--- src/rtl/vrp_req_fifo_if.sv ---
// ----------------------------------------------------------------------------
// vrp_req_fifo_if
//
// Purpose:
//   Handshake bundle around one per-requester request FIFO. The upstream side
//   (in_*) carries requests into the buffer; the downstream side (out_*) is the
//   head of the buffer as seen by one input lane of the round-robin arbiter.
//
// Parameters:
//   pack_pld : payload type, identical to the arbiter lane payload type.
//
// Signals:
//   in_vld  : upstream request valid
//   in_rdy  : FIFO can accept this cycle
//   in_pld  : upstream payload
//   out_vld : head entry valid (arbiter v_in_vld bit)
//   out_rdy : arbiter grant/ready for this lane
//   out_pld : head payload
//
// Modports:
//   master : environment view (drives requests, drives lane ready)
//   slave  : FIFO view (accepts requests, presents the head entry)
// ----------------------------------------------------------------------------
interface vrp_req_fifo_if #(
  parameter type pack_pld = logic
);

  logic    in_vld;
  logic    in_rdy;
  pack_pld in_pld;
  logic    out_vld;
  logic    out_rdy;
  pack_pld out_pld;

  modport master (
    output in_vld,
    input  in_rdy,
    output in_pld,
    input  out_vld,
    output out_rdy,
    input  out_pld
  );

  modport slave (
    input  in_vld,
    output in_rdy,
    input  in_pld,
    output out_vld,
    input  out_rdy,
    output out_pld
  );

endinterface : vrp_req_fifo_if

--- src/rtl/vrp_req_fifo.sv ---
// ----------------------------------------------------------------------------
// vrp_req_fifo
//
// Purpose:
//   Per-requester request buffer on the L1D arbitration path. It absorbs bursts
//   from one requester and presents a steady valid/ready stream to one lane of
//   the round-robin arbiter. It is a synchronous circular FIFO with
//   extra-wrap-bit pointers, a registered occupancy counter and a registered
//   almost-full flag for upstream throttling.
//
// Optional feature (compile-time macro):
//   VRP_REQ_FIFO_BYPASS_EN
//     defined   : same-cycle bypass. When the FIFO is empty, an incoming
//                 request is shown directly on the output. If the lane is
//                 ready in that cycle the request passes through without being
//                 stored; otherwise it is written as a normal push.
//     undefined : purely registered output; a pushed entry becomes visible the
//                 cycle after it was written.
//
// Parameters:
//   pack_pld : payload type
//   DEPTH    : number of entries, power of two, >= 2
//   AF_LEVEL : almost_full threshold (count >= AF_LEVEL), 1..DEPTH
//
// Ports:
//   clk         : sole clock, rising edge
//   rst         : synchronous active-high reset
//   bus         : vrp_req_fifo_if.slave handshake bundle (in_* / out_*)
//   count       : current occupancy 0..DEPTH (registered)
//   almost_full : count >= AF_LEVEL (registered)
// ----------------------------------------------------------------------------
module vrp_req_fifo #(
  parameter type pack_pld = logic,
  parameter int  DEPTH    = 4,
  parameter int  AF_LEVEL = DEPTH - 1,
  localparam int PTR_W    = $clog2(DEPTH)
) (
  input  logic             clk,
  input  logic             rst,
  vrp_req_fifo_if.slave    bus,
  output logic [PTR_W:0]   count,
  output logic             almost_full
);

  // Threshold expressed in the counter width so the compare is width-exact.
  localparam logic [PTR_W:0] AF_THRESH = (PTR_W + 1)'(AF_LEVEL);
  localparam logic [PTR_W:0] PTR_ONE   = (PTR_W + 1)'(1);

  // --------------------------------------------------------------------------
  // State
  // --------------------------------------------------------------------------
  // Pointers carry one extra wrap bit: low PTR_W bits index the array, the MSB
  // distinguishes full from empty when the indices coincide.
  logic [PTR_W:0]   wr_ptr;
  logic [PTR_W:0]   rd_ptr;
  logic [PTR_W:0]   count_nxt;
  logic             almost_full_nxt;

  // Storage array; deliberately not reset, only the pointers define validity.
  pack_pld          mem [DEPTH];

  // --------------------------------------------------------------------------
  // Derived status
  // --------------------------------------------------------------------------
  logic             empty;
  logic             full;
  logic             push;
  logic             pop;
  logic             bypass;
  logic [PTR_W-1:0] wr_idx;
  logic [PTR_W-1:0] rd_idx;

  assign wr_idx = wr_ptr[PTR_W-1:0];
  assign rd_idx = rd_ptr[PTR_W-1:0];

  assign empty  = (wr_ptr == rd_ptr);
  assign full   = (wr_idx == rd_idx) && (wr_ptr[PTR_W] != rd_ptr[PTR_W]);

  // Ready depends only on registered state and reset, never on out_rdy, so a
  // full FIFO cannot take a new entry in the same cycle it is popped.
  assign bus.in_rdy = !full && !rst;

`ifdef VRP_REQ_FIFO_BYPASS_EN
  // When empty, the incoming request is presented directly at the head.
  assign bus.out_vld = !empty || bus.in_vld;
  assign bus.out_pld = empty ? bus.in_pld : mem[rd_idx];

  // Pass-through: empty, request present and lane ready. The request is
  // consumed by the arbiter this cycle and never touches the storage.
  assign bypass = empty && bus.in_vld && bus.out_rdy;
`else
  assign bus.out_vld = !empty;
  assign bus.out_pld = mem[rd_idx];
  assign bypass      = 1'b0;
`endif

  // Storage-level transfers. A bypassed request is neither written nor read.
  assign push = bus.in_vld && bus.in_rdy && !bypass;
  assign pop  = bus.out_rdy && !empty;

  // --------------------------------------------------------------------------
  // Next-state occupancy and almost-full
  // --------------------------------------------------------------------------
  // Occupancy update: +1 on push only, -1 on pop only, hold otherwise.
  always_comb begin
    count_nxt = count;
    case ({push, pop})
      2'b10:   count_nxt = count + PTR_ONE;
      2'b01:   count_nxt = count - PTR_ONE;
      2'b11:   count_nxt = count;
      2'b00:   count_nxt = count;
      default: count_nxt = count;
    endcase
  end

  // Almost-full is registered from the next-state count so it lines up with
  // the count register in the same cycle.
  always_comb begin
    almost_full_nxt = 1'b0;
    if (count_nxt >= AF_THRESH) begin
      almost_full_nxt = 1'b1;
    end else begin
      almost_full_nxt = 1'b0;
    end
  end

  // --------------------------------------------------------------------------
  // Sequential state
  // --------------------------------------------------------------------------
  // Pointer, occupancy and almost-full registers with synchronous reset.
  always_ff @(posedge clk) begin
    if (rst) begin
      wr_ptr      <= '0;
      rd_ptr      <= '0;
      count       <= '0;
      almost_full <= 1'b0;
    end else begin
      if (push) begin
        wr_ptr <= wr_ptr + PTR_ONE;
      end
      if (pop) begin
        rd_ptr <= rd_ptr + PTR_ONE;
      end
      count       <= count_nxt;
      almost_full <= almost_full_nxt;
    end
  end

  // Storage write port; push is already suppressed while rst is high.
  always_ff @(posedge clk) begin
    if (push) begin
      mem[wr_idx] <= bus.in_pld;
    end
  end

endmodule : vrp_req_fifo

--- src/flat_wrapper.sv ---
// flat-port wrapper written by rule: the top's interface ports become plain ports
module vrp_req_fifo_flat 
#(
  parameter type pack_pld = logic,
  parameter int  DEPTH    = 4,
  parameter int  AF_LEVEL = DEPTH - 1,
  localparam int PTR_W    = $clog2(DEPTH)
)
  (clk, rst, count, almost_full, bus_in_vld, bus_in_rdy, bus_in_pld, bus_out_vld, bus_out_rdy, bus_out_pld);
  vrp_req_fifo_if #(.pack_pld(pack_pld)) bus_i ();
  input  logic clk;
  input  logic rst;
  output logic [PTR_W:0] count;
  output logic almost_full;
  input wire logic [$bits(bus_i.in_vld)-1:0] bus_in_vld;
  output wire logic [$bits(bus_i.in_rdy)-1:0] bus_in_rdy;
  input wire logic [$bits(bus_i.in_pld)-1:0] bus_in_pld;
  output wire logic [$bits(bus_i.out_vld)-1:0] bus_out_vld;
  input wire logic [$bits(bus_i.out_rdy)-1:0] bus_out_rdy;
  output wire logic [$bits(bus_i.out_pld)-1:0] bus_out_pld;
  assign bus_i.in_vld = bus_in_vld;
  assign bus_in_rdy = bus_i.in_rdy;
  assign bus_i.in_pld = bus_in_pld;
  assign bus_out_vld = bus_i.out_vld;
  assign bus_i.out_rdy = bus_out_rdy;
  assign bus_out_pld = bus_i.out_pld;
  vrp_req_fifo #(.pack_pld(pack_pld), .DEPTH(DEPTH), .AF_LEVEL(AF_LEVEL)) u_core (.clk(clk), .rst(rst), .bus(bus_i), .count(count), .almost_full(almost_full));
endmodule
--- config.mk ---
export PLATFORM = sky130hd
export DESIGN_NAME = vrp_req_fifo_flat
export DESIGN_NICKNAME = d
export VERILOG_FILES = /design/src/rtl/vrp_req_fifo_if.sv /design/src/rtl/vrp_req_fifo.sv /design/src/flat_wrapper.sv
export SDC_FILE = /design/constraint.sdc
export NUM_CORES = 1
export LEC_CHECK = 0
export CAP_MARGIN = 20
export CORE_MARGIN = 5
export CORE_UTILIZATION = 25
export DETAILED_ROUTE_END_ITERATION = 8
export PLACE_DENSITY_LB_ADDON = 0.1
export SYNTH_ARGS = -nofsm -noshare
export SYNTH_HDL_FRONTEND = slang
export SYNTH_SLANG_ARGS = --single-unit
export TNS_END_PERCENT = 30
--- constraint.sdc ---
create_clock -name clk -period 2.25 [get_ports clk]
set_input_delay 0.3375 -clock clk [delete_from_list [all_inputs] [get_ports clk]]
set_output_delay 0.3375 -clock clk [all_outputs]
set_load 0.02 [all_outputs]
==> impl_metrics.toml, run 1 <==
[critical_path]
crit_fanout = 3
critPathCaptureType = "register"
crit_type = "reg2reg"
cp.arrival_ps = 2380
start_kind = "register"
crit_required_ps = 2400

[clock_network]
htree_levels = 1
path_clk_slew_ps = 70
hold_buffers = 0
clk_latency_ps = 260
clockRootBuffer = "clkbuf_8"
cts_buffers = 3
cts_buffer_depth = 2
tritoncts = "built"
clock-sinks = 16

[place]
hpwl_um = 1830
placed_cells = 172
port_buffers = 11
gp_congestion = 0.772

[synth]
synth_xor_area_frac = 0.0757
synthFlopType = "dfxtp_1"
yosys_warnings = 0
synthMuxAreaShare = 0.0351
synthSimpleGateAreaFrac = 0.220
yosysSeqAreaShare = 0.389
synth_top_family_by_area = "simple AND/OR/NAND/NOR gates"
async_reset_ff_frac = 0
synth_edf_count = 4
syn_area_per_cell_um2 = 9.85
synth-seq-cells = 16
netlist_instances = 94
synth_area_um2 = 926
synth_compound_area_frac = 0.147
syn_nets = 106
synthAdderAreaFrac = 0.103
synth_cell_types = 35

[power_and_ir_drop]
power.leakage_nw = 0.580
ir_drop_mv = 0.745
p_per_area_nw_per_um2 = 1330

[drt]
drt_pass1_iterations = 4
via_per_inst = 4.69
wl_um = 2360
drtIter0Drc = 33
route.vias.total = 835
routedWlPerCell_um = 13.2
remaining_drc_errors = 0
final_antenna_net_count = 0

[status]
status = "finished clean"

[final_layout]
final_cells = 178
final_cell_mix = "buf_4 (23), dfxtp_1 (8), clkdlybuf4s50_1 (7)"
area_delta_synth_final_pct = 46.6
num_antenna_cells = 0
drive_gt1_frac = 0.300
final_nets = 143
layout_commonest_cell = "buf_4"

[floorplan]
core-area_um2 = 3630
fp.dieW_um = 70.9
pin_count = 12
fp.dieArea_um2 = 5020
start_util = 0.255
row_count = 22
fp.dieH_um = 70.9

[global_route]
grt_max_degree = 17
grt_pass1_wl_um = 4060
grt.overflow.total = 0
grt_antenna_before_repair = 0
grt_pass1_vias = 848
track_usage = 0.101

[job]
maxCapViolations = 0

[timing]
clock-skew-final_ps = 7.01
slew_violations = 0
slew_headroom = 0.808
fmax_ghz = 0.449
whs_ps = 503
tightest_slew_ps = 288
period_minus_slack_ps = 2220
min_period_over_period = 0.989
setup_viol = 0
rsz0062_at_grt = "true"
hold_violations = 0

[min_path]
hold_path_class = "reg2reg"
area by class of cell:
class                           count  area [um^2]
Multi-Input combinational cell     71          566
Sequential cell                    16          365
Clock buffer                        4         55.1
Tap cell                           48         60.1
Inverter                            5         18.8
Timing Repair Buffer               34          293
Fill cell                         391         2280
routing by layer:
| layer | part of all wire | up-vias | global-route usage |
|---|---|---|---|
| met4 | 0.011 | 0 | 0.0313 |
| met3 | 0.025 | 4 | 0.0213 |
| li1 | - | 419 | - |
| met1 | 0.50 | 398 | 0.138 |
| met5 | 0 | - | 0 |
| met2 | 0.46 | 14 | 0.160 |
critical path, stage by stage, from the launching register on:
cell,delay [ps]
dfxtp_2,350
xnor2_2,150
a311oi_2,320
inv_1,110
ha_4,180
fa_1,470
mux2i_1,80
or3_1,380
o311ai_1,90
kinds of logic after synthesis:
| group | after synthesis |
|---|---|
| buffers and inverters | 7 |
| muxes | 2 |
| DFF | 16 |
| adders and majority gates | 7 |
| and+or+nand+nor | 34 |
| AOI/OAI and AO/OA | 20 |
| xor gates and xnor gates | 8 |
metrics by stage:
| stage | setup WS [ps] | setup TNS (ps) | cell area, um^2 | power (mW) | utilization |
|---|---|---|---|---|---|
| finish | 25.1 | 0 | 1360 | 1.81 | 0.374 |
| global route | -82.4 | -93.1 | 1360 | 1.96 | 0.374 |
| CTS | 16.4 | 0 | 1330 | 1.79 | 0.365 |
| detailed placement | -335 | -609 | 1260 | 1.51 | 0.348 |
| global placement | -270 | -458 | 1260 | 1.51 | 0.348 |
| floorplan | 23.7 | 0 | 945 | 0.992 | - |
report_power, final:
part	internal [mW]	total (mW)	leakage, nW	switching, mW
logic	0.570	1.08	0.415	0.508
registers	0.383	0.467	0.136	0.0835
clock network	0.155	0.266	0.0288	0.111
total	1.11	1.81	0.580	0.702
synth_stat cells (2+ instances only):
master / instances / area, um^2
and2_1: 4 / 25.0
nand2_1: 4 / 15.0
inv_1: 5 / 18.8
nand3_1: 6 / 30.0
xor2_1: 4 / 35.0
xnor2_1: 4 / 35.0
o211ai_1: 2 / 15.0
o21ai_0: 6 / 30.0
nor3b_1: 3 / 22.5
a41oi_1: 2 / 17.5
a21oi_1: 4 / 20.0
ha_1: 6 / 75.1
nor2_1: 3 / 11.3
nand4_1: 4 / 25.0
dfxtp_1: 12 / 240
nor2b_1: 3 / 18.8
edfxtp_1: 4 / 120
final timing paths:
| path | from | to | slack, ps | depth (start not counted) |
|---|---|---|---|---|
| hold reg to reg | u_core.rd_ptr[2] | u_core.rd_ptr[2] | 500 | 2 |
| setup / recovery | u_core.wr_ptr[0] | u_core.almost_full | 30 | 8 |
| hold / removal | u_core.rd_ptr[2] | u_core.rd_ptr[2] | 500 | 2 |
| setup reg to reg | u_core.wr_ptr[0] | u_core.almost_full | 30 | 8 |
repair_timing:
action                     CTS  global route
setup buffers                1             1
pin swaps                    1             2
gates resized for setup      2             7
setup endpoints to repair    2             4
Note: power is estimated with default switching activity, not from simulation.
==> run 2: changes to the inputs <==
--- a/config.mk
+++ b/config.mk
@@ -5,6 +5,7 @@
 export SDC_FILE = /design/constraint.sdc
 export NUM_CORES = 1
 export LEC_CHECK = 0
+export ABC_CLOCK_PERIOD_IN_PS = 2250
 export CAP_MARGIN = 20
 export CORE_MARGIN = 5
 export CORE_UTILIZATION = 25
==> results of run 2 <==
The final DEF is identical to that of run 1; final timing and power are the same.
